===== config.mk =====
export PLATFORM = sky130hd
export DESIGN_NAME = l1_conv_sched_flat
export DESIGN_NICKNAME = d
export VERILOG_FILES = /design/src/rtl/l1_conv_sched_pkg.sv /design/src/rtl/l1_conv_sched_if.sv /design/src/rtl/l1_pos_cnt.sv /design/src/rtl/l1_conv_sched.sv /design/src/flat_wrapper.sv
export SDC_FILE = /design/constraint.sdc
export NUM_CORES = 1
export LEC_CHECK = 0
export ABC_AREA = 1
export ABC_CLOCK_PERIOD_IN_PS = 2800
export CELL_PAD_IN_SITES_DETAIL_PLACEMENT = 1
export CELL_PAD_IN_SITES_GLOBAL_PLACEMENT = 1
export CORE_MARGIN = 5
export CORE_UTILIZATION = 30
export DETAILED_ROUTE_END_ITERATION = 16
export GPL_ROUTABILITY_DRIVEN = 0
export GPL_TIMING_DRIVEN = 0
export PLACE_DENSITY_LB_ADDON = 0.2
export SYNTH_ARGS = -nofsm -noshare
export SYNTH_HDL_FRONTEND = slang
export SYNTH_SLANG_ARGS = --single-unit
export TNS_END_PERCENT = 1

===== constraint.sdc =====
create_clock -name clk -period 2.8 [get_ports clk]
set_input_delay 0.42 -clock clk [delete_from_list [all_inputs] [get_ports clk]]
set_output_delay 0.42 -clock clk [all_outputs]
set_load 0.01 [all_outputs]

===== src/rtl/l1_conv_sched_pkg.sv =====
// Shared types and default geometry for the layer-1 readout scheduler.
// The default grid is 11x11 windows, starting at read address 0x1C.
package l1_pkg;

  localparam int          L1_AW       = 8;
  localparam int          L1_MAP_W    = 11;
  localparam int          L1_MAP_H    = 11;
  localparam int          L1_ROW_SKIP = 3;
  localparam logic [7:0]  L1_RD_BASE  = 8'h1C;

  typedef enum logic [2:0] {
    IDLE      = 3'd0,
    WAIT_DATA = 3'd1,
    ISSUE     = 3'd2,
    WAIT_MAC  = 3'd3,
    EMIT      = 3'd4,
    ADVANCE   = 3'd5,
    DONE      = 3'd6
  } l1_state_t;

endpackage


===== src/rtl/l1_conv_sched_if.sv =====
// Control/handshake bundle between the scheduler and its surroundings.
// The slave modport is the scheduler side; the master modport is the environment side.
interface l1_conv_sched_if #(
  parameter int AW = 8
);
  logic          start;
  logic          abort;
  logic [AW-1:0] wr_addr;
  logic [AW-1:0] rd_addr;
  logic          mac_start;
  logic          mac_done;
  logic          out_valid;
  logic          out_ready;
  logic [3:0]    col;
  logic [3:0]    row;
  logic          busy;
  logic          frame_done;

  modport master (
    output start, abort, wr_addr, mac_done, out_ready,
    input  rd_addr, mac_start, out_valid, col, row, busy, frame_done
  );

  modport slave (
    input  start, abort, wr_addr, mac_done, out_ready,
    output rd_addr, mac_start, out_valid, col, row, busy, frame_done
  );
endinterface


===== src/rtl/l1_pos_cnt.sv =====
// Window position counter: column, row and the matching layer-1 read address.
// clr has priority over adv; advancing from the last position leaves everything unchanged.
module l1_pos_cnt #(
  parameter int          AW    = 8,
  parameter int          MAP_W = 11,
  parameter int          MAP_H = 11,
  parameter int          SKIP  = 3,
  parameter logic [AW-1:0] BASE = 8'h1C
) (
  input  logic          clk,
  input  logic          rst_n,
  input  logic          adv,
  input  logic          clr,
  output logic [AW-1:0] rd_addr,
  output logic [3:0]    col,
  output logic [3:0]    row,
  output logic          last_col,
  output logic          last_pos
);

  assign last_col = (col == 4'(MAP_W - 1));
  assign last_pos = last_col && (row == 4'(MAP_H - 1));

  always_ff @(posedge clk or negedge rst_n) begin
    if (!rst_n) begin
      rd_addr <= BASE;
      col     <= '0;
      row     <= '0;
    end else if (clr) begin
      rd_addr <= BASE;
      col     <= '0;
      row     <= '0;
    end else if (adv) begin
      if (!last_col) begin
        col     <= col + 4'd1;
        rd_addr <= rd_addr + AW'(1);
      end else if (!last_pos) begin
        // End of row: the skip replaces the normal +1 step.
        col     <= '0;
        row     <= row + 4'd1;
        rd_addr <= rd_addr + AW'(SKIP);
      end
    end
  end

endmodule


===== src/rtl/l1_conv_sched.sv =====
// Layer-1 readout scheduler: walks the window grid, gates on the write pointer,
// launches the layer-2 MAC and holds each result until downstream takes it.
//
// state     | meaning
// ----------+----------------------------------------------------------
// IDLE      | no frame in progress, waiting for start
// WAIT_DATA | waiting for the write pointer to pass rd_addr
// ISSUE     | mac_start pulse for the current window
// WAIT_MAC  | waiting for mac_done
// EMIT      | out_valid held until out_ready
// ADVANCE   | step to the next window, or finish on the last one
// DONE      | frame_done pulse, then counters return to BASE
module l1_conv_sched
  import l1_pkg::*;
#(
  parameter int            MAP_W = L1_MAP_W,
  parameter int            MAP_H = L1_MAP_H,
  parameter int            SKIP  = L1_ROW_SKIP,
  parameter int            AW    = L1_AW,
  parameter logic [AW-1:0] BASE  = L1_RD_BASE
) (
  input  logic             clk,
  input  logic             rst_n,
  l1_conv_sched_if.slave   bus
);

  l1_state_t     state, state_n;
  logic          adv, clr;
  logic          last_col, last_pos;
  logic [AW-1:0] rd_addr;
  logic [3:0]    col, row;
  logic          mac_start_q, out_valid_q, busy_q, frame_done_q;

  l1_pos_cnt #(
    .AW    (AW),
    .MAP_W (MAP_W),
    .MAP_H (MAP_H),
    .SKIP  (SKIP),
    .BASE  (BASE)
  ) u_pos (
    .clk      (clk),
    .rst_n    (rst_n),
    .adv      (adv),
    .clr      (clr),
    .rd_addr  (rd_addr),
    .col      (col),
    .row      (row),
    .last_col (last_col),
    .last_pos (last_pos)
  );

  always_ff @(posedge clk or negedge rst_n) begin
    if (!rst_n) state <= IDLE;
    else        state <= state_n;
  end

  always_comb begin
    state_n = state;
    adv     = 1'b0;
    clr     = 1'b0;
    unique case (state)
      IDLE:      if (bus.start) state_n = WAIT_DATA;
      WAIT_DATA: if (rd_addr < bus.wr_addr) state_n = ISSUE;
      ISSUE:     state_n = WAIT_MAC;
      WAIT_MAC:  if (bus.mac_done) state_n = EMIT;
      EMIT:      if (bus.out_ready) state_n = ADVANCE;
      ADVANCE: begin
        adv     = 1'b1;
        state_n = last_pos ? DONE : WAIT_DATA;
      end
      DONE: begin
        clr     = 1'b1;
        state_n = IDLE;
      end
      default:   state_n = IDLE;
    endcase
    // Abort overrides everything, including a pending advance.
    if (bus.abort) begin
      state_n = IDLE;
      adv     = 1'b0;
      clr     = 1'b1;
    end
  end

  // Outputs are flopped from the next state so they line up with the state register.
  always_ff @(posedge clk or negedge rst_n) begin
    if (!rst_n) begin
      mac_start_q  <= 1'b0;
      out_valid_q  <= 1'b0;
      busy_q       <= 1'b0;
      frame_done_q <= 1'b0;
    end else begin
      mac_start_q  <= (state_n == ISSUE);
      out_valid_q  <= (state_n == EMIT);
      busy_q       <= (state_n != IDLE);
      frame_done_q <= (state_n == DONE);
    end
  end

  assign bus.rd_addr    = rd_addr;
  assign bus.col        = col;
  assign bus.row        = row;
  assign bus.mac_start  = mac_start_q;
  assign bus.out_valid  = out_valid_q;
  assign bus.busy       = busy_q;
  assign bus.frame_done = frame_done_q;

endmodule


===== src/flat_wrapper.sv =====
// flat-port wrapper written by rule: the top's interface ports become plain ports
module l1_conv_sched_flat import l1_pkg::*;
#(
  parameter int            MAP_W = L1_MAP_W,
  parameter int            MAP_H = L1_MAP_H,
  parameter int            SKIP  = L1_ROW_SKIP,
  parameter int            AW    = L1_AW,
  parameter logic [AW-1:0] BASE  = L1_RD_BASE
)
  (clk, rst_n, bus_start, bus_abort, bus_wr_addr, bus_mac_done, bus_out_ready, bus_rd_addr, bus_mac_start, bus_out_valid, bus_col, bus_row, bus_busy, bus_frame_done);
  l1_conv_sched_if #(.AW(AW)) bus_i ();
  input  logic clk;
  input  logic rst_n;
  input wire logic [$bits(bus_i.start)-1:0] bus_start;
  input wire logic [$bits(bus_i.abort)-1:0] bus_abort;
  input wire logic [$bits(bus_i.wr_addr)-1:0] bus_wr_addr;
  input wire logic [$bits(bus_i.mac_done)-1:0] bus_mac_done;
  input wire logic [$bits(bus_i.out_ready)-1:0] bus_out_ready;
  output wire logic [$bits(bus_i.rd_addr)-1:0] bus_rd_addr;
  output wire logic [$bits(bus_i.mac_start)-1:0] bus_mac_start;
  output wire logic [$bits(bus_i.out_valid)-1:0] bus_out_valid;
  output wire logic [$bits(bus_i.col)-1:0] bus_col;
  output wire logic [$bits(bus_i.row)-1:0] bus_row;
  output wire logic [$bits(bus_i.busy)-1:0] bus_busy;
  output wire logic [$bits(bus_i.frame_done)-1:0] bus_frame_done;
  assign bus_i.start = bus_start;
  assign bus_i.abort = bus_abort;
  assign bus_i.wr_addr = bus_wr_addr;
  assign bus_i.mac_done = bus_mac_done;
  assign bus_i.out_ready = bus_out_ready;
  assign bus_rd_addr = bus_i.rd_addr;
  assign bus_mac_start = bus_i.mac_start;
  assign bus_out_valid = bus_i.out_valid;
  assign bus_col = bus_i.col;
  assign bus_row = bus_i.row;
  assign bus_busy = bus_i.busy;
  assign bus_frame_done = bus_i.frame_done;
  l1_conv_sched #(.MAP_W(MAP_W), .MAP_H(MAP_H), .SKIP(SKIP), .AW(AW), .BASE(BASE)) u_core (.clk(clk), .rst_n(rst_n), .bus(bus_i));
endmodule

==> results by group, run 1 <==
Logic synthesis
  – Adder-Cell Fraction of Synth Area: 11.7%
  – Synth top area share: 34.4%
  – Asr flop ratio synth: between 90% and 100%
  – XOR/XNOR Fraction of Synth Area: less than 1%
  – Cell taking the most area after synthesis: dfrtp_1
  – Cell variety after synth: 24
  – Synth warn: 0
  – Register area share after synthesis: between 30% and 40%
  – Post-synth EDFFs: 0
  – Syn nets: 207
  – Mapped Avg Cell Area: 8.08 sq um
  – Prevailing post-synth register cell: dfrtp_1
  – Fraction of the mapped netlist area in compound gates: 9.47%
  – Synthesized instance count: between 150 and 200
  – Post-Synth Simple-Gate Area: 29.3%
  – Flops & latches, synth: 23
  – Post-synthesis mux area share: 0%
  – Largest family of logic cells by synthesized area: simple AND/OR/NAND/NOR gates
  – Top cells by area, synth: dfrtp_1 (34%), nand2_1 (11%), ha_1 (10%)
  – Syn Std Cell Area: about 1500 sq um

Global routing
  – Grt ovf: 0
  – Overall Global Routing Usage: between 10% and 20%
  – Initial antenna violation count: 0
  – Pin count of the biggest net entering global routing: 24
  – First-pass GRT wire length: between 5000 and 6000 microns
  – Vias in the first global route: 1,332

Floorplan
  – Initial Utilization: 30.8%
  – Die X: around 80 microns
  – Top Ports: 34
  – Die height: around 80 microns
  – Die Area: between 6000 and 7000 sq um
  – Total core area: about 4700 sq um
  – Num rows: 25

STA
  – # setup viols final: 0
  – Maximum clock frequency: ~520 MHz
  – RSZ-0062 raised after global routing: false
  – Final max-slew violation count: 0
  – Crit share post-route: about 69%
  – Setup TNS: 0 ns
  – Tmin final: around 1.9 ns
  – Worst-margin pin slew: 1.09 ns
  – Final Hold Vio Count: 0
  – Worst slew margin: 27.3%
  – Clock skew: around 0.0022 ns

Worst setup path
  – Crit Path Class: reg -> reg
  – Type of origin of the critical path: flop
  – Crit Path Max Fanout: 6
  – CP endpoint kind: flop
  – Data arrival, critical path: 2.08 ns
  – Worst EP required: roughly 3 ns

Drt
  – Drt wl/cell: 11.9 microns
  – Drt via density: roughly 4.4
  – Routed wire length: 3380 microns
  – First-pass detailed-route iteration total: 2
  – Iter 0 DRT Violations: 23
  – Number of remaining DRC errors: 0
  – Final ANT Viol Nets: 0
  – Vias: between 1,000 and 1,500

CTS
  – Hold-fix buffers, CTS: 0
  – Worst-skew pair later-pin latency: roughly 0.26 ns
  – Reg clk slew, reported paths: approximately 0.080 ns
  – Post-CTS Setup Bufs: 0
  – Clock tree buffer depth: 2
  – CTS Sinks: 23
  – CTS tree: done
  – Total CTS buffers: 3
  – Post-CTS resize count: 0
  – H-tree level count: 1
  – CTS Root Cell: clkbuf_8

Cells and area
  – Non-Filler Instances: approximately 280
  – Share of cells above drive strength 1: roughly 9.2%
  – # diodes: 0
  – Area grow syn2layout: 31.6%
  – Fill cells: ~580
  – Final nets: ~250

Placement
  – Placed cell count: 280
  – Number of I/O port buffers: 33
  – Detailed Place HPWL: 2750 microns

Min path
  – Hold WC Path Type: reg -> reg

Outcome
  – Status: complete, no violations

Power and ir drop
  – Pwr per Cell Area: ~370 nW/um^2
  – Max VDD drop: between 0.2 and 0.25 mV
  – Overall Power: 699 uW
  – Lkg Pwr: 0.000936 uW

Job
  – Max-cap violations: 0
## per-layer routing
layer | vias to the layer above | global-route usage, % | share of wire, %
met5 | - | 0 | 0
li1 | 644 | - | -
met4 | 0 | 2.58 | 0.86
met1 | 592 | 14.2 | 44
met3 | 2 | 3.50 | 5.4
met2 | 22 | 20.5 | 50
## placed cells by master (no fill, tap or decap), drive strengths merged
master         count
a211oi             1
a21oi             12
clkbuf             4
clkdlybuf4s50     33
dfrtp             20
dfstp              3
fa                 1
ha                12
inv               35
nand2             44
nand3             14
nand4              2
nor2              15
nor3               5
nor3b              1
o21a               2
o21ai             11
or2                1
xor2               1
## sequential cells by signal, indices dropped and copies added (netlist names)
| signal | cells |
|---|---|
| u_core.u_pos.rd_addr | 8 |
| u_core.u_pos.col | 4 |
| u_core.u_pos.row | 4 |
| u_core.state | 3 |
| u_core.bus.busy | 1 |
| u_core.bus.frame_done | 1 |
| u_core.bus.mac_start | 1 |
| u_core.bus.out_valid | 1 |
## metrics by stage
step	utilization [%]	setup slack (ns)	hold slack, ns	instance area, sq um
floorplan	-	1.02	0.124	1450
global placement	39.5	0.740	0.520	1870
detailed placement	39.5	0.687	0.523	1870
CTS	40.5	0.863	0.536	1910
global route	40.5	0.667	0.557	1910
finish	40.5	0.874	0.528	1910
## area by class of cell
class	instances	area (sq um)	share of cell area, %
Clock buffer	4	45.0	2.35
Inverter	35	131	6.87
Multi-Input combinational cell	122	743	38.8
Sequential cell	23	579	30.3
Tap cell	67	83.8	4.38
Timing Repair Buffer	33	330	17.3
## Yosys cell counts (3+ instances only)
master	n
o21ai_0	11
dfrtp_1	20
nand3_1	13
ha_1	12
inv_1	33
nand2_1	41
nor3_1	5
nor2_1	8
dfstp_2	3
a21oi_1	12
nor2_4	5
## power breakdown
part / total, uW / switching (uW) / leakage [uW] / internal (uW)
clock network: 207 / 106 / 0.0000228 / 102
logic: 131 / 69.0 / 0.000607 / 61.6
registers: 361 / 14.0 / 0.000306 / 347
## kinds of logic after synthesis
| kind of cell | Yosys count |
|---|---|
| AND/OR/NAND/NOR | 82 |
| adder cells (fa/ha/maj) | 13 |
| XOR/XNOR | 1 |
| buffers and inverters | 35 |
| flip-flops | 23 |
| AO/OA/AOI/OAI | 26 |
## path summary, 6_finish.rpt
check | slack (ns) | endpoint | cells after the start | from
max | 0.87 | u_core.u_pos.rd_addr[6] | 10 | u_core.u_pos.col[0]
min | 0.53 | u_core.u_pos.rd_addr[4] | 2 | u_core.u_pos.rd_addr[4]
max reg2reg | 0.87 | u_core.u_pos.rd_addr[6] | 10 | u_core.u_pos.col[0]
min reg2reg | 0.53 | u_core.u_pos.rd_addr[4] | 2 | u_core.u_pos.rd_addr[4]
max in group asynchronous | 1.41 | u_core.u_pos.rd_addr[7] | 1 | rst_n
min in group asynchronous | 0.74 | u_core.bus.mac_start | 1 | rst_n
## critical path: stages, from the launching register on
cell	delay [ns]
dfrtp_1	0.43
inv_1	0.08
ha_1	0.17
nand3_2	0.14
fa_1	0.38
inv_1	0.10
nand2_4	0.06
nor2_4	0.11
nand3_1	0.10
o21ai_0	0.19
nor2_1	0.06
Power figures use the tool's default switching activity.
==> inputs of run 2 (changes only) <==
ABC_CLOCK_PERIOD_IN_PS = 1700   (was 2800)
clock period = 1.7 ns   (was 2.8 ns; I/O delays follow)
==> run 2 against run 1 <==
Critical path depth unchanged. Hold slack better by 0.0075 ns. Routed wire length up 10%. Power up 68%. Cell area up 8.6%. First-iteration DRC count up 65%. Die area unchanged. Maximum frequency up 15%. Global-route usage up 0.31 points.
==> results by group, run 2 (same netlist as run 1, synthesis figures left out) <==
Min path
  – Hold WC Path Type: reg -> reg
  – Hold EP: u_core.u_pos.rd_addr[4]
  – Hold depth: 2
  – HP Start: u_core.u_pos.rd_addr[4]

STA
  – Final Hold Vio Count: 0
  – Final max-slew violation count: 0
  – Crit share post-route: between 90% and 100%
  – Worst-margin pin slew: between 1 and 1.5 ns
  – RSZ-0062 raised after global routing: true
  – Tmin final: around 1.7 ns
  – Min Hold Slack: between 0.5 and 0.6 ns
  – Post-route setup slack: approximately 0.022 ns
  – Worst slew margin: between 20% and 30%
  – # setup viols final: 0
  – Maximum clock frequency: 596 MHz
  – Clock skew: around 0.0094 ns

Global routing
  – Grt ovf: 0
  – Initial antenna violation count: 0
  – Vias in the first global route: between 1,000 and 1,500
  – First-pass GRT wire length: just over 6000 microns
  – Pin count of the biggest net entering global routing: 24
  – Overall Global Routing Usage: approximately 12%

Power and ir drop
  – Pwr per Cell Area: ~570 nW/um^2
  – Lkg Pwr: between 0.0009 and 0.001 uW
  – Max VDD drop: 0.545 mV

Cells and area
  – Non-Filler Instances: roughly 300
  – Most frequent cells in the layout: nand2_1 (36), clkdlybuf4s50_1 (32), inv_1 (29), dfrtp_1 (18)
  – Multi-input logic area: a little over 800 sq um
  – Share of cells above drive strength 1: between 20% and 30%
  – FF+latch area: a little under 600 sq um
  – Final nets: about 260
  – Biggest register: u_core.u_pos.rd_addr
  – Fill cells: between 500 and 600
  – # diodes: 0
  – Largest register FFs: 8
  – Commonest non-fill, non-tap cell in the layout: nand2_1
  – Util after Layout: a little over two fifths
  – Area grow syn2layout: 42.9%
  – Biggest regs: u_core.u_pos.rd_addr: 8 flops, u_core.u_pos.col: 4 flops, u_core.u_pos.row: 4 flops

Drt
  – Final ANT Viol Nets: 0
  – Number of remaining DRC errors: 0
  – Vias: around 1,300
  – Drt via density: 4.46
  – Iter 0 DRT Violations: 38
  – First-pass detailed-route iteration total: 4
  – Routed wire length: between 3000 and 4000 microns
  – Drt wl/cell: around 13 microns

Floorplan
  – Total core area: between 4000 and 5000 sq um
  – Num rows: 25
  – Top Ports: 34
  – Die height: between 70 and 80 microns
  – Die X: 79.6 microns
  – Initial Utilization: a little under a third
  – Die Area: between 6000 and 7000 sq um

Worst setup path
  – Worst r2r path cells: 10
  – R2R Setup Slk: between 0.02 and 0.025 ns
  – Worst EP required: approximately 1.9 ns
  – Data arrival, critical path: 1.89 ns
  – Crit Path Max Fanout: 3
  – Reg-to-Reg Start: u_core.u_pos.col[0]
  – Crit Path Class: reg -> reg
  – CP endpoint kind: flop
  – FF-to-FF End: u_core.u_pos.rd_addr[4]
  – Type of origin of the critical path: flop

CTS
  – Hold-fix buffers, CTS: 0
  – Clock tree buffer depth: 2
  – Total CTS buffers: 3
  – CTS Sinks: 23
  – Reg clk slew, reported paths: about 0.09 ns
  – Worst-skew pair later-pin latency: around 0.27 ns
  – CTS Root Cell: clkbuf_8
  – CTS tree: done
  – H-tree level count: 1

Placement
  – Pre-CTS setup slack: -0.232 ns
  – Detailed Place HPWL: approximately 2700 microns
  – Placed cell count: 280
  – Number of I/O port buffers: 33

Outcome
  – Status: complete, no violations

Job
  – Max-cap violations: 0
[run 2: area by class of cell]
| class | instances | area share, % |
|---|---|---|
| Multi-Input combinational cell | 122 | 39.7 |
| Sequential cell | 23 | 28.0 |
| Timing Repair Buffer | 44 | 19.7 |
| Inverter | 35 | 6.32 |
| Tap cell | 67 | 4.03 |
| Clock buffer | 4 | 2.17 |
[run 2: worst max path at each step]
stage | cells past startpoint | from | end | slack [ns]
floorplan | 10 | u_core.u_pos.col[0] | u_core.u_pos.rd_addr[6] | -0.01
global placement | 11 | bus_wr_addr[5] | u_core.bus.out_valid | -0.19
detailed placement | 9 | bus_wr_addr[7] | u_core.bus.mac_start | -0.23
CTS | 10 | u_core.u_pos.col[0] | u_core.u_pos.rd_addr[4] | -0.06
global route | 11 | u_core.u_pos.col[0] | u_core.u_pos.rd_addr[6] | -0.10
finish | 10 | u_core.u_pos.col[0] | u_core.u_pos.rd_addr[4] | 0.02
[run 2: power breakdown]
part	internal, uW	total (uW)	switching [uW]
combinational	108	231	123
clock	168	351	183
sequential	571	594	22.5
total	847	1180	329
[run 2: per-layer routing]
metal	part of all wire, %	routed length, microns	track usage (%)
met1	42	1560	14.4
met3	5.6	210	3.72
met4	0.89	33	3.09
met2	51	1910	21.0
met5	0	0	0
[run 2: metrics by stage]
stage | instance area (sq um) | power, uW | setup TNS, ns
6_report | 2080 | 1180 | 0
5_1_grt | 2080 | 1250 | -0.678
4_1_cts | 1960 | 1180 | -0.130
3_5_place_dp | 1870 | 825 | -1.85
3_3_place_gp | 1870 | 822 | -1.50
2_1_floorplan | 1460 | 716 | -0.0134
[run 2: critical path, stage by stage, from the launching register on]
cell     delay (ns)
dfrtp_2        0.42
inv_2          0.07
ha_4           0.14
nand3_4        0.08
fa_2           0.34
inv_2          0.07
nand2_4        0.05
nor2_4         0.12
nand2_2        0.07
or2_0          0.20
nand3_1        0.07
[run 2: repair_timing]
action / CTS / global route
gates resized for setup: 9 / 15
buffers inserted: 2 / 9
pin swaps: 3 / 12
endpoints found under the setup margin: 12 / 16
==> inputs of run 3 (changes only) <==
SETUP_SLACK_MARGIN = 0.3   (was default)
==> run 3 against run 2 <==
Sequential power barely moved. Hold slack got worse by 0.24 ns. Core utilization shrank 1.1 points. Count of clock-buffer cells in the layout did not move. Routed wire length is 2.8% lower. Via count shrank 0.99%. Maximum frequency is 0.70% lower. Final cell count decreased by 3.1%. Largest power group unchanged.
==> results by group, run 3 (same netlist as run 1, synthesis figures left out) <==
Outcome
  – Status: complete, no violations

Worst setup path
  – Type of origin of the critical path: flop
  – Top cell by count, worst path: ha_4
  – Crit Path Max Fanout: 4
  – Buffers & Inverters on Critical Path: 1
  – Slowest-stage cell, CP: dfrtp_2
  – Worst-path cell chain: ha_4 > nand3_4 > inv_2 > ha_4 > a21oi_2 > nor2_2 > nand3_1 > o21ai_1 > a21oi_1
  – Crit Path Class: reg -> reg
  – Crit-path max cell delay: around 0.44 ns
  – Worst EP required: ~1.9 ns
  – Data arrival, critical path: approximately 1.9 ns
  – Cell family with most CP delay: adder cells
  – CP endpoint kind: flop

Job
  – Max-cap violations: 0

STA
  – Worst slew margin: 27.5%
  – Final Hold Vio Count: 0
  – Tmin final: ~1.7 ns
  – RSZ-0062 raised after global routing: true
  – # setup viols final: 0
  – Final max-slew violation count: 0
  – Crit share post-route: between 90% and 100%
  – Maximum clock frequency: 592 MHz
  – Post-route setup slack: between 0.01 and 0.015 ns
  – Worst-margin pin slew: approximately 1.1 ns
  – Setup TNS: 0 ns
  – Clock skew: 0.00573 ns

Cells and area
  – Finished Cell Area: just over 2000 sq um
  – Final nets: between 200 and 250
  – Util after Layout: between 40% and 50%
  – Share of cells above drive strength 1: between 20% and 30%
  – Largest register FFs: 8
  – Biggest register: u_core.u_pos.rd_addr
  – Most frequent cells in the layout: nand2_1 (35), inv_1 (29), dlygate4sd2_1 (17), dfrtp_1 (15), clkdlybuf4s50_1 (12)
  – # diodes: 0
  – Biggest regs: u_core.u_pos.rd_addr: 8 flops, u_core.u_pos.col: 4 flops, u_core.u_pos.row: 4 flops
  – Commonest non-fill, non-tap cell in the layout: nand2_1
  – Area grow syn2layout: 39.3%

Power and ir drop
  – Lkg Pwr: about 0.001 uW
  – Overall Power: approximately 1200 uW
  – Max VDD drop: about 0.28 mV
  – Pwr per Cell Area: 583 nW/um^2

Global routing
  – Initial antenna violation count: 0
  – First-pass GRT wire length: around 6100 microns
  – Vias in the first global route: roughly 1,300
  – Overall Global Routing Usage: roughly 12%
  – Pin count of the biggest net entering global routing: 24
  – Grt ovf: 0

CTS
  – CTS Sinks: 23
  – Reg clk slew, reported paths: 0.09 ns
  – Total CTS buffers: 3
  – H-tree level count: 1
  – Worst-skew pair later-pin latency: around 0.27 ns
  – Clock tree buffer depth: 2
  – Hold-fix buffers, CTS: 0
  – CTS Root Cell: clkbuf_8
  – CTS tree: done

Floorplan
  – Die Area: between 6000 and 7000 sq um
  – Initial Utilization: just over 30%
  – Die height: 79.6 microns
  – Top Ports: 34
  – Num rows: 25
  – Total core area: about 4700 sq um
  – Die X: around 80 microns

Drt
  – Drt via density: about 4.6
  – Iter 0 DRT Violations: approximately 60
  – Drt wl/cell: roughly 13 microns
  – Routed wire length: 3620 microns
  – Number of remaining DRC errors: 0
  – Vias: between 1,000 and 1,500
  – First-pass detailed-route iteration total: 4
  – Final ANT Viol Nets: 0

Placement
  – Placed Area: approximately 1900 sq um
  – Pre-CTS setup slack: -0.227 ns
  – Number of I/O port buffers: 33
  – Detailed Place HPWL: 2710 microns

Min path
  – Hold WC Path Type: in -> async
## run 3: cell count changes in the layout (fill, tap and decap cells not counted), moves of 2 or more
cell and delta:
clkdlybuf4s50_1 -20, dlygate4sd2_1 +17, buf_4 -10, o21ai_0 -6, o21ai_1 +5, dfrtp_1 -3
dfrtp_2 +3, clkdlybuf4s15_1 +2, ha_1 -2, ha_4 +2
## run 3: worst register-to-register path, delay by kind of cell, from the launching register on
kind / cells / cell delay, ns
and+or+nand+nor: 3 / 0.39
DFF: 1 / 0.44
adders and majority gates: 2 / 0.45
AOI/OAI and AO/OA: 3 / 0.24
buffers and inverters: 1 / 0.07
## run 3: through the flow
| stage | instances | hold slack, ns |
|---|---|---|
| floorplan | 180 | -0.0406 |
| CTS | 285 | 0.339 |
| global route | 286 | 0.398 |
| detailed placement | 280 | 0.519 |
| global placement | 280 | 0.518 |
| finish | 286 | 0.300 |
## run 3: what timing repair did
action / in CTS / in global routing
resized for setup: 44 / 11
setup endpoints to repair: 43 / 25
buffers inserted: 1 / 1
pin swaps: 17 / 5
## run 3: path summary, 6_finish.rpt
path	from	to	slack [ns]	cells after the start
max	u_core.u_pos.col[1]	u_core.u_pos.rd_addr[5]	0.01	9
min	rst_n	u_core.u_pos.rd_addr[7]	0.30	1
max reg2reg	u_core.u_pos.col[1]	u_core.u_pos.rd_addr[5]	0.01	9
min reg2reg	u_core.u_pos.rd_addr[4]	u_core.u_pos.rd_addr[4]	0.52	2
max in group asynchronous	rst_n	u_core.u_pos.row[3]	0.67	1
min in group clk	u_core.u_pos.rd_addr[4]	u_core.u_pos.rd_addr[4]	0.52	2
## run 3: routing by layer
metal / track usage [%] / wire [microns] / up-vias
li1: - / - / 656
met1: 16.9 / 1700 / 623
met2: 19.7 / 1740 / 21
met3: 2.37 / 142 / 4
met4: 2.58 / 31 / 0
met5: 0 / 0 / -
## run 3: cell type report
type / instances / area, sq um
Sequential cell: 23 / 586
Tap cell: 67 / 83.8
Fill cell: 577 / 2700
Timing Repair Buffer: 35 / 322
Multi-Input combinational cell: 122 / 858
Inverter: 35 / 131
Clock buffer: 4 / 45.0
## run 3: power breakdown
| part | switching [uW] | leakage [uW] | internal, uW |
|---|---|---|---|
| combinational | 127 | 0.000686 | 99.6 |
| sequential | 25.4 | 0.000298 | 571 |
| clock | 190 | 0.0000228 | 168 |
| total | 343 | 0.00101 | 838 |
==> edit 1, RTL diff (settings of run 3) <==
Set the package constant `L1_AW` to 9 (it was 8).
--- a/src/rtl/l1_conv_sched_pkg.sv
+++ b/src/rtl/l1_conv_sched_pkg.sv
@@ -3,5 +3,5 @@
 package l1_pkg;
 
-  localparam int          L1_AW       = 8;
+  localparam int          L1_AW       = 9;
   localparam int          L1_MAP_W    = 11;
   localparam int          L1_MAP_H    = 11;
Ports: changed (resized bus_rd_addr and bus_wr_addr); port bits go from 34 to 36. No check against the original RTL was run, so the function may have changed too.
==> edit 1 against run 3 <==
  * Global-route usage up 1.0 points
  * Power up 0.42%
  * Synthesized cell count up 7.2%
  * Routed wire length up 12%
  * Sequential cell count up 1
  * Maximum frequency up 1.3%
  * Non-clock buffer count up 10
  * Cell area up 11%
  * Worst setup slack better by 0.022 ns
  * Final cell count up 9.1%
  * Synthesized area up 7.7%
  * Critical path type unchanged
  * Critical endpoint is now u_core.u_pos.rd_addr[7]
  * Largest power group unchanged
==> edit 1: results (changes against run 3) <==
* VDD IR max at 262 uV (-5.1%)
* Vias in the first global route at 1469 (+10%)
* Status: finished clean
* FF-to-FF End: u_core.u_pos.rd_addr[7]
* Pre-CTS setup slack at -0.263 ns (-0.0364 ns)
* Psw at 0.335 mW (-2.2%)
* Slew Limit Headroom at 25.6% (-1.9 points)
* Netlist cell types at 30 (+25%)
* First-pass GRT wire length at 6.86 mm (+12%)
* Largest net degree at the start of global routing at 25 (+4.2%)
* Cts repair resizes at 50 (+14%)
* WL met1 at 1.87 mm (+9.6%)
* Synth Area in XOR/XNOR at 1.68% (+1.1 points)
* Biggest registers after layout: u_core.u_pos.rd_addr x9, u_core.u_pos.col x4, u_core.u_pos.row x4
* Initial DRC Count at 25 (-58%)
* Worst path max stage delay at 0.42 ns (-0.02 ns)
* Slowest CP cell: dfrtp_1
* Initial DRT Pass Iterations at 3 (-1)
* DR vias/cell at 4.63 (+1.5%)
* Area contributors post-synth: dfrtp_1 (34%), ha_1 (10%), nand2_1 (10%)
* Post-route non-filler standard cell count at 312 (+9.1%)
* Dpl hpwl at 3.02 mm (+11%)
* Setup repair bufs after CTS at 6 (+5)
* Compound-Gate Fraction of Synth Area at 9.75% (+0.29 points)
* Layout cell share with drive strength beyond 1 at 26.9% (+3.6 points)
* GRT Total Usage at 13.3% (+1.0 points)
[edit 1: cell count changes in the layout (fill, tap and decap cells not counted), moves of 3 or more]
cell     delta
nand4_1     +3
nand3_1     +3
nand2_4     +3
buf_4       +8
a21oi_1     -6
o21ai_1     +3
inv_2       -3
[edit 1: final cells by class]
cell class / count / area (um2)
clock buffer: 4 / 45.0
fill: 624 / 2820
timing repair buffer: 45 / 403
multi-input combinational: 137 / 981
inverter: 32 / 125
sequential: 24 / 611
tap: 70 / 87.6
[edit 1: power by group through the flow]
stage / Clock (mW) / Sequential (mW) / Combinational [mW]
after floorplan: 0 / 0.623 / 0.0972
after global placement: 0 / 0.619 / 0.197
after detailed placement: 0 / 0.619 / 0.200
after CTS: 0.384 / 0.607 / 0.207
after global routing: 0.401 / 0.611 / 0.250
final: 0.358 / 0.607 / 0.221
[edit 1: routing by layer]
layer / vias up / global-route usage [%]
met5: - / 0
met4: 0 / 5.48
met3: 5 / 2.06
met2: 23 / 22.0
met1: 695 / 17.1
li1: 721 / -
==> edit 2, RTL diff (flow settings as in run 3) <==
Made on the original files. Re-encode `l1_state_t` (7 states) as Gray code, 3 bits wide.
--- a/src/rtl/l1_conv_sched_pkg.sv
+++ b/src/rtl/l1_conv_sched_pkg.sv
@@ -10,11 +10,11 @@
 
   typedef enum logic [2:0] {
-    IDLE      = 3'd0,
-    WAIT_DATA = 3'd1,
-    ISSUE     = 3'd2,
-    WAIT_MAC  = 3'd3,
-    EMIT      = 3'd4,
-    ADVANCE   = 3'd5,
-    DONE      = 3'd6
+    IDLE      = 3'b000,
+    WAIT_DATA = 3'b001,
+    ISSUE     = 3'b011,
+    WAIT_MAC  = 3'b010,
+    EMIT      = 3'b110,
+    ADVANCE   = 3'b111,
+    DONE      = 3'b101
   } l1_state_t;
 
Function: same outputs for any inputs over 10 cycles, from zero or initial values and one cycle with rst_n low; not proved beyond that.
==> edit 2 against run 3 <==
  * Synthesized area grew 7.1%
  * Count of clock-buffer cells in the layout is the same
  * Maximum frequency grew 5.1%
  * Sequential cell count is the same
  * Routed wire length grew 10%
  * Cell area grew 8.6%
  * Worst setup slack gained 0.082 ns
  * Hold slack lost 0.12 ns
  * Critical path depth grew 4
  * Power grew 25%
  * Final cell count grew 9.8%
  * Combinational power grew 92%
  * Sequential power grew 15%
  * Critical path type unchanged
  * Critical endpoint is now u_core.u_pos.rd_addr[7]
==> edit 2: results (changes against run 3) <==
* GRT met3 Usage at 3.29% (+0.92 points)
* DP Cell Count at 304 (+8.6%)
* Syn nets at 228 (+10%)
* Adder-Cell Fraction of Synth Area at 10.9% (-0.77 points)
* Area contributors post-synth: dfrtp_1 (32%), nand2_1 (15%), ha_1 (9.6%)
* Initial DRC Count at 51 (-14%)
* Synth Area in XOR/XNOR at 3.38% (+2.8 points)
* Pin slew with the least headroom to its limit at 1.09 ns (+0.000778 ns)
* P_seq at 0.687 mW (+15%)
* Placed cell area at 0.00199 mm2 (+4.7%)
* GRT Total Usage at 12.6% (+0.40 points)
* RR Startpoint: u_core.u_pos.col[0]
* Worst path max stage delay at 0.39 ns (-0.05 ns)
* DR vias/cell at 4.44 (-2.6%)
* Clock Skews at 0.00345 ns (-0.00228 ns)
* R2R setup slack at 0.09 ns (+0.08 ns)
* Reg2Reg Depth at 13 (+4)
* Setup crit end: u_core.u_pos.rd_addr[7]
* Nets at 272 (+10%)
* Switching Fraction at 33.1% (+4.1 points)
* Sequential share of the synthesized area at 37.2% (-2.6 points)
* Compound-Gate Fraction of Synth Area at 9.41% (-0.061 points)
* Status: finished clean
* DR WL met2 at 2.06 mm (+19%)
* Crit-path leading delay family: simple AND/OR/NAND/NOR gates
* Fin Hold WS at 0.181 ns (-0.119 ns)
* WL final at 3.99 mm (+10%)
* Comb pwr at 0.436 mW (+92%)
* Layout cell share with drive strength beyond 1 at 25.4% (+2.1 points)
* Fin crit share at 94.6% (-4.8 points)
* Routed len/inst at 12.7 um (+0.43%)
* Slowest CP cell: dfrtp_1
* Netlist cell types at 26 (+8.3%)
* Grt met2 use at 21.6% (+1.9 points)
* Crit-path max FO at 3 (-1)
* First-pass GRT wire length at 6.62 mm (+8.0%)
* Pwr dens at 670 mW/mm2 (+15%)
* VDD IR max at 375 uV (+36%)
==> edit 2: cell types whose count changed in the layout (fill, tap and decap cells not counted), moves of 4 or more <==
cell and change:
dlymetal6s2s_1 +13, buf_4 +5, o21ai_2 +5, nand2_1 +19, nor2_1 +8, a21oi_1 -8, dlygate4sd2_1 -16, nor3_1 -4
nor2_4 -4
==> edit 2: final cells by class <==
type | count | area [um2]
Buffer | 3 | 37.5
Inverter | 34 | 130
Clock buffer | 4 | 45.0
Tap cell | 70 | 87.6
Sequential cell | 23 | 587
Fill cell | 633 | 2870
Timing Repair Buffer | 39 | 394
Multi-Input combinational cell | 141 | 920
==> edit 2: logic make-up (layout without fill, tap and decap cells) <==
logic type,count (synthesis),in the layout
AND/OR/NAND/NOR,102,102
buffers and inverters,37,80
AO/OA/AOI/OAI,20,20
XOR/XNOR,6,6
adder cells (fa/ha/maj),13,13
flip-flops,23,23
==> edit 2: repair_timing <==
item,CTS,global route
pin swaps,1,11
setup buffers,4,2
endpoints found under the setup margin,37,62
resized for setup,10,45
